--- config.mk ---
export PLATFORM = sky130hd
export DESIGN_NAME = imem_fetch_buf
export DESIGN_NICKNAME = d
export VERILOG_FILES = /design/src/rtl/imem_fetch_buf.sv
export SDC_FILE = /design/constraint.sdc
export NUM_CORES = 1
export LEC_CHECK = 0
export BUFFER_PORTS_ARGS = -buffer_cell sky130_fd_sc_hd__buf_2
export CORE_ASPECT_RATIO = 0.8
export CORE_MARGIN = 5
export CORE_UTILIZATION = 66
export DETAILED_ROUTE_END_ITERATION = 8
export GPL_ROUTABILITY_DRIVEN = 0
export HOLD_SLACK_MARGIN = 0.1
export PLACE_DENSITY_LB_ADDON = 0.15
export SYNTH_ARGS = -nofsm -noshare
export SYNTH_HDL_FRONTEND = slang
export SYNTH_SLANG_ARGS = --single-unit
--- constraint.sdc ---
create_clock -name clk -period 3.8 [get_ports clk]
set_input_delay 0.76 -clock clk [delete_from_list [all_inputs] [get_ports clk]]
set_output_delay 0.76 -clock clk [all_outputs]
set_load 0.01 [all_outputs]
--- src/rtl/imem_fetch_buf.sv ---
// ---------------------------------------------------------------------------
// imem_fetch_buf
//
// Instruction memory for the MIPS fetch stage. PC requests arrive over a
// valid/ready handshake. Each accepted request reads the instruction array
// and lands in a 2-entry response FIFO, so decode can stall without losing
// fetches. A write port loads the program. A flush input discards buffered
// responses on a branch redirect.
//
// Parameters
//   DATA_W    : instruction width
//   ADDR_W    : PC width
//   DEPTH     : number of instruction words (>= 2)
//   BYTE_ADDR : 0 -> index = PC, 1 -> index = PC >> 2
//   NOP_WORD  : word returned for out-of-range fetches
//
// Ports
//   clk, rst_n                     : clock, asynchronous active-low reset
//   req_valid / req_ready / req_pc : fetch request handshake
//   rsp_valid / rsp_ready          : response handshake (FIFO head)
//   rsp_inst / rsp_pc / rsp_err    : head instruction, its PC, range error
//   flush                          : drop all buffered responses
//   wr_en / wr_addr / wr_data      : program-load write port
//
// Build option
//   IMEM_RANGE_CHK_EN : when defined, fetches with index >= DEPTH return
//                       NOP_WORD with rsp_err=1, and writes with
//                       wr_addr >= DEPTH are dropped. When undefined, the
//                       index wraps to its low $clog2(DEPTH) bits and
//                       rsp_err is tied to 0.
// ---------------------------------------------------------------------------
module imem_fetch_buf #(
    parameter int                DATA_W    = 32,
    parameter int                ADDR_W    = 32,
    parameter int                DEPTH     = 32,
    parameter int                BYTE_ADDR = 0,
    parameter logic [DATA_W-1:0] NOP_WORD  = 32'h0000_0000
) (
    input  logic                     clk,
    input  logic                     rst_n,
    input  logic                     req_valid,
    output logic                     req_ready,
    input  logic [ADDR_W-1:0]        req_pc,
    output logic                     rsp_valid,
    input  logic                     rsp_ready,
    output logic [DATA_W-1:0]        rsp_inst,
    output logic [ADDR_W-1:0]        rsp_pc,
    output logic                     rsp_err,
    input  logic                     flush,
    input  logic                     wr_en,
    input  logic [$clog2(DEPTH)-1:0] wr_addr,
    input  logic [DATA_W-1:0]        wr_data
);

    localparam int IDX_W = $clog2(DEPTH);

`ifdef IMEM_RANGE_CHK_EN
    localparam int MEM_WORDS = DEPTH;
`else
    // Without range checking the index wraps over the full power-of-two
    // span, so the storage covers every value of the truncated index.
    localparam int MEM_WORDS = 1 << IDX_W;
`endif

    // -----------------------------------------------------------------------
    // Instruction array (contents are never reset)
    // -----------------------------------------------------------------------
    logic [DATA_W-1:0] mem [MEM_WORDS];

    logic [IDX_W-1:0]  rd_idx;
    logic [DATA_W-1:0] rd_word;
    logic [DATA_W-1:0] fill_inst;
    logic              wr_ok;

`ifdef IMEM_RANGE_CHK_EN
    logic [ADDR_W-1:0] idx_full;
    logic              rd_oor;

    // Index is formed at full PC width so that high PC bits participate in
    // the range check rather than being silently dropped.
    generate
        if (BYTE_ADDR != 0) begin : g_idx_byte
            assign idx_full = req_pc >> 2;
        end else begin : g_idx_word
            assign idx_full = req_pc;
        end

        // With a power-of-two depth every wr_addr value is in range.
        if (DEPTH == (1 << IDX_W)) begin : g_wr_all
            assign wr_ok = 1'b1;
        end else begin : g_wr_chk
            assign wr_ok = (32'(wr_addr) < DEPTH);
        end
    endgenerate

    assign rd_oor    = (idx_full >= ADDR_W'(DEPTH));
    assign rd_idx    = idx_full[IDX_W-1:0];
    assign rd_word   = mem[rd_idx];
    assign fill_inst = rd_oor ? NOP_WORD : rd_word;
`else
    generate
        if (BYTE_ADDR != 0) begin : g_idx_byte
            assign rd_idx = req_pc[IDX_W+1:2];
        end else begin : g_idx_word
            assign rd_idx = req_pc[IDX_W-1:0];
        end
    endgenerate

    assign wr_ok     = 1'b1;
    assign rd_word   = mem[rd_idx];
    assign fill_inst = rd_word;
`endif

    // Non-blocking write: a same-cycle fetch of this index captures the
    // old word, and the new word is seen by fetches from the next cycle.
    always_ff @(posedge clk) begin
        if (wr_en && wr_ok) begin
            mem[wr_addr] <= wr_data;
        end
    end

    // -----------------------------------------------------------------------
    // 2-entry response FIFO
    // -----------------------------------------------------------------------
    logic [DATA_W-1:0] inst_reg [2];
    logic [ADDR_W-1:0] pc_reg   [2];
`ifdef IMEM_RANGE_CHK_EN
    logic              err_reg  [2];
`endif

    logic       head_reg,  head_next;
    logic       tail_reg,  tail_next;
    logic [1:0] count_reg, count_next;
    logic       push;
    logic       pop;
    logic [1:0] ent_we;

    assign req_ready = (count_reg != 2'd2);
    assign rsp_valid = (count_reg != 2'd0);
    assign push      = req_valid && req_ready;
    assign pop       = rsp_valid && rsp_ready;

    // Incoming fetch always lands at the tail slot, flush or not.
    generate
        for (genvar gi = 0; gi < 2; gi++) begin : g_ent_we
            assign ent_we[gi] = push && (tail_reg == 1'(gi));
        end
    endgenerate

    always_comb begin
        head_next  = head_reg;
        tail_next  = tail_reg;
        count_next = count_reg;
        if (flush) begin
            // Old entries vanish; a request taken this cycle becomes the
            // sole entry, so the head moves to the slot it is written into.
            head_next  = tail_reg;
            tail_next  = tail_reg ^ push;
            count_next = {1'b0, push};
        end else begin
            head_next = head_reg ^ pop;
            tail_next = tail_reg ^ push;
            case ({push, pop})
                2'b10:   count_next = count_reg + 2'd1;
                2'b01:   count_next = count_reg - 2'd1;
                default: count_next = count_reg;
            endcase
        end
    end

    always_ff @(posedge clk or negedge rst_n) begin
        if (!rst_n) begin
            head_reg  <= 1'b0;
            tail_reg  <= 1'b0;
            count_reg <= 2'd0;
        end else begin
            head_reg  <= head_next;
            tail_reg  <= tail_next;
            count_reg <= count_next;
        end
    end

    always_ff @(posedge clk or negedge rst_n) begin
        if (!rst_n) begin
            for (int i = 0; i < 2; i++) begin
                inst_reg[i] <= '0;
                pc_reg[i]   <= '0;
`ifdef IMEM_RANGE_CHK_EN
                err_reg[i]  <= 1'b0;
`endif
            end
        end else begin
            for (int i = 0; i < 2; i++) begin
                if (ent_we[i]) begin
                    inst_reg[i] <= fill_inst;
                    pc_reg[i]   <= req_pc;
`ifdef IMEM_RANGE_CHK_EN
                    err_reg[i]  <= rd_oor;
`endif
                end
            end
        end
    end

    // Head fields are driven straight from the FIFO registers; the entry
    // contents reset to zero so the outputs read zero out of reset.
    assign rsp_inst = inst_reg[head_reg];
    assign rsp_pc   = pc_reg[head_reg];
`ifdef IMEM_RANGE_CHK_EN
    assign rsp_err  = err_reg[head_reg];
`else
    assign rsp_err  = 1'b0;
`endif

endmodule

==> flow_metrics.env <==
export IMPL_core_mm2=0.0685
export IMPL_hpwl_um=60400
export IMPL_clock_latency_ps=670
export IMPL_outcome="finished clean"
export IMPL_gr_total_overflow=0
export IMPL_cp_data_required_time_ps=3040
export IMPL_hold_ws_ps=102
export IMPL_viasPerCell=6.54
export IMPL_drcViolationCount=0
export IMPL_synth_top_area_frac=0.677
export IMPL_grt_pass1_vias=25000
export IMPL_rsz0062_at_grt="no"
export IMPL_yosysMostFrequentCell="edfxtp_1"
export IMPL_syn_nets=2579
export IMPL_final_setup_viol_count=0
export IMPL_antenna_found_initial=2
export IMPL_final_cell_area_mm2=0.0514
export IMPL_hold_buffers=0
export IMPL_fmax_ghz=0.312
export IMPL_ir_drop_mv=0.439
export IMPL_worstPathArrival_ps=2450
export IMPL_synth_top_area_cell="edfxtp_1"
export IMPL_synthTopCellsByArea="edfxtp_1, mux2i_1, dfrtp_1"
export IMPL_finalNetCount=2782
export IMPL_finalNonFillerCells=3722
export IMPL_hold_class="input port to async pin"
export IMPL_maxCapViolCount=0
export IMPL_powerDensity_mw_per_mm2=579
export IMPL_root_buffer="clkbuf_16"
export IMPL_critPathMaxFanout=36
export IMPL_placedCellCount=3521
export IMPL_crit_path_end_kind="output port"
export IMPL_dr_total_vias=24300
export IMPL_layout_drive_gt1_share=0.232
export IMPL_port_buffers=140
export IMPL_largest_reg_flops=1024
export IMPL_h_tree_depth=3
export IMPL_fin_skew_ps=12.6
export IMPL_die_x_um=303
export IMPL_cts_tree="done"
export IMPL_postLayoutCoreUtil=0.751
export IMPL_grt_pass1_wl_um=161000
export IMPL_cts_buffer_depth=3
export IMPL_wirelength_um=109000
export IMPL_synth_common_cells="edfxtp_1, mux2i_1, a22oi_1, mux2_2, dfrtp_1"
export IMPL_rows=86
export IMPL_syn2layout_area_growth_pct=13.3
export IMPL_yosys_most_used_dff="edfxtp_1"
export IMPL_cts_made_buffers=106
export IMPL_min_period_over_period=0.844
export IMPL_crit_type="register to output port"
export IMPL_yosysWarnings=0
export IMPL_synth_seq_cells=1156
export IMPL_drtAntennaViolNets=0
export IMPL_fp_dieH_um=245
export IMPL_fill_cells=3878
export IMPL_yosysSeqAreaShare=0.750
export IMPL_grtUsageTotal=0.296
export IMPL_slew_limit_headroom=0.276
export IMPL_setup_tns_ps=0
export IMPL_clk_pin_slew_worst_paths_ps=70
export IMPL_tightest_slew_ps=1080
export IMPL_synth_cell_types=33
export IMPL_finalCriticalPeriod_ps=3210
export IMPL_clock_sinks=1156
export IMPL_initialDrtViolationCount=2842
export IMPL_synth_area_mm2=0.0454
export IMPL_postCtsSetupBuffers=0
export IMPL_first_pass_iters=5
export IMPL_grt_max_degree=72
export IMPL_hold_viol=0
export IMPL_initial_core_util=0.662
export IMPL_cts_resized=0
export IMPL_antennaDiodeCount=0
export IMPL_p_leak_nw=18.1
export IMPL_wire_per_inst_um=29.2
export IMPL_async_reset_ff_frac=0.114
export IMPL_synth_edf_count=1024
export IMPL_drv_slew=0
export IMPL_start_kind="register"
export IMPL_place_area_mm2=0.0479
export IMPL_io_pins=142
export IMPL_die_area_mm2=0.0742
export IMPL_netlist_instances=2502
export IMPL_synth_area_per_cell_um2=18.1
==> per-stage QoR <==
| stage | power [mW] | setup slack, ps |
|---|---|---|
| 2_1_floorplan | 17.7 | 606 |
| 3_3_place_gp | 19.2 | 757 |
| 3_5_place_dp | 19.4 | 658 |
| 4_1_cts | 29.9 | 543 |
| 5_1_grt | 30.8 | 523 |
| 6_report | 29.8 | 594 |
==> cell type report <==
cell class	count	area (um^2)	area share
flip-flops and latches	1156	34100	0.662
multi-input cells	1195	10800	0.209
inverters	2	7.51	0.000146
clock buffers	134	2820	0.0548
well taps	924	1160	0.0225
repair buffers	244	1960	0.0381
clock inverters	67	677	0.0132
==> path summary, 6_finish.rpt <==
kind	endpoint	startpoint	cells past startpoint	slack (ps)
setup / recovery	rsp_inst[18]	head_reg	3	590
hold / removal	pc_reg[57]	rst_n	1	100
setup reg to reg	inst_reg[52]	count_reg[0]	5	1530
hold reg to reg	pc_reg[8]	pc_reg[8]	1	500
max in group asynchronous	inst_reg[28]	rst_n	2	2820
min in group clk	count_reg[1]	flush	2	310
==> cell families (layout without fill, tap and decap cells) <==
kind of cell	after synthesis	after routing	share of synthesized area
flops	1156	1156	0.750
mux	704	704	0.160
compound gates	388	388	0.0569
buf+inv	151	447	0.0194
simple gates	98	98	0.0122
fa+ha+maj	2	2	0.000551
xor+xnor	2	2	0.000386
other cells	1	1	0.0000826
==> report_power, final <==
group | switching [mW] | internal (mW)
logic | 2.12 | 1.92
registers | 0.471 | 14.7
clock network | 4.55 | 6.09
==> worst max-delay path: stages (launching register included) <==
cell and delay [ps]:
dfrtp_4 810, buf_12 330, mux2_2 430, buf_2 160
==> per-layer routing <==
layer  share of wire  track usage  vias to the layer above
met4           0.032       0.0907                        2
li1                -            -                    10400
met5         0.00012            0                        -
met2            0.49        0.480                     1148
met1            0.40        0.425                    12600
met3           0.078       0.0467                      209
==> placed cells by master, fill, tap and decap left out, types with 3 or more instances in the layout <==
cell | Yosys | routed
a21oi_1 | 130 | 130
clkbuf_8 | 0 | 4
buf_12 | 1 | 37
nor2_1 | 37 | 4
edfxtp_1 | 1024 | 1024
inv_6 | 0 | 5
clkinv_1 | 0 | 18
buf_2 | 8 | 138
nor2_4 | 0 | 33
buf_4 | 32 | 67
nand2_1 | 6 | 5
clkbuf_1 | 68 | 23
or3b_2 | 3 | 3
a22oi_1 | 256 | 256
nor4_2 | 6 | 6
bufinv_16 | 0 | 12
nor4_1 | 26 | 26
mux2_2 | 192 | 192
clkinvlp_4 | 0 | 6
nand3b_1 | 5 | 5
clkinv_2 | 0 | 21
dfrtp_1 | 132 | 131
clkbuf_16 | 0 | 107
mux2i_1 | 512 | 512
Note: power is estimated with default switching activity, not from simulation.
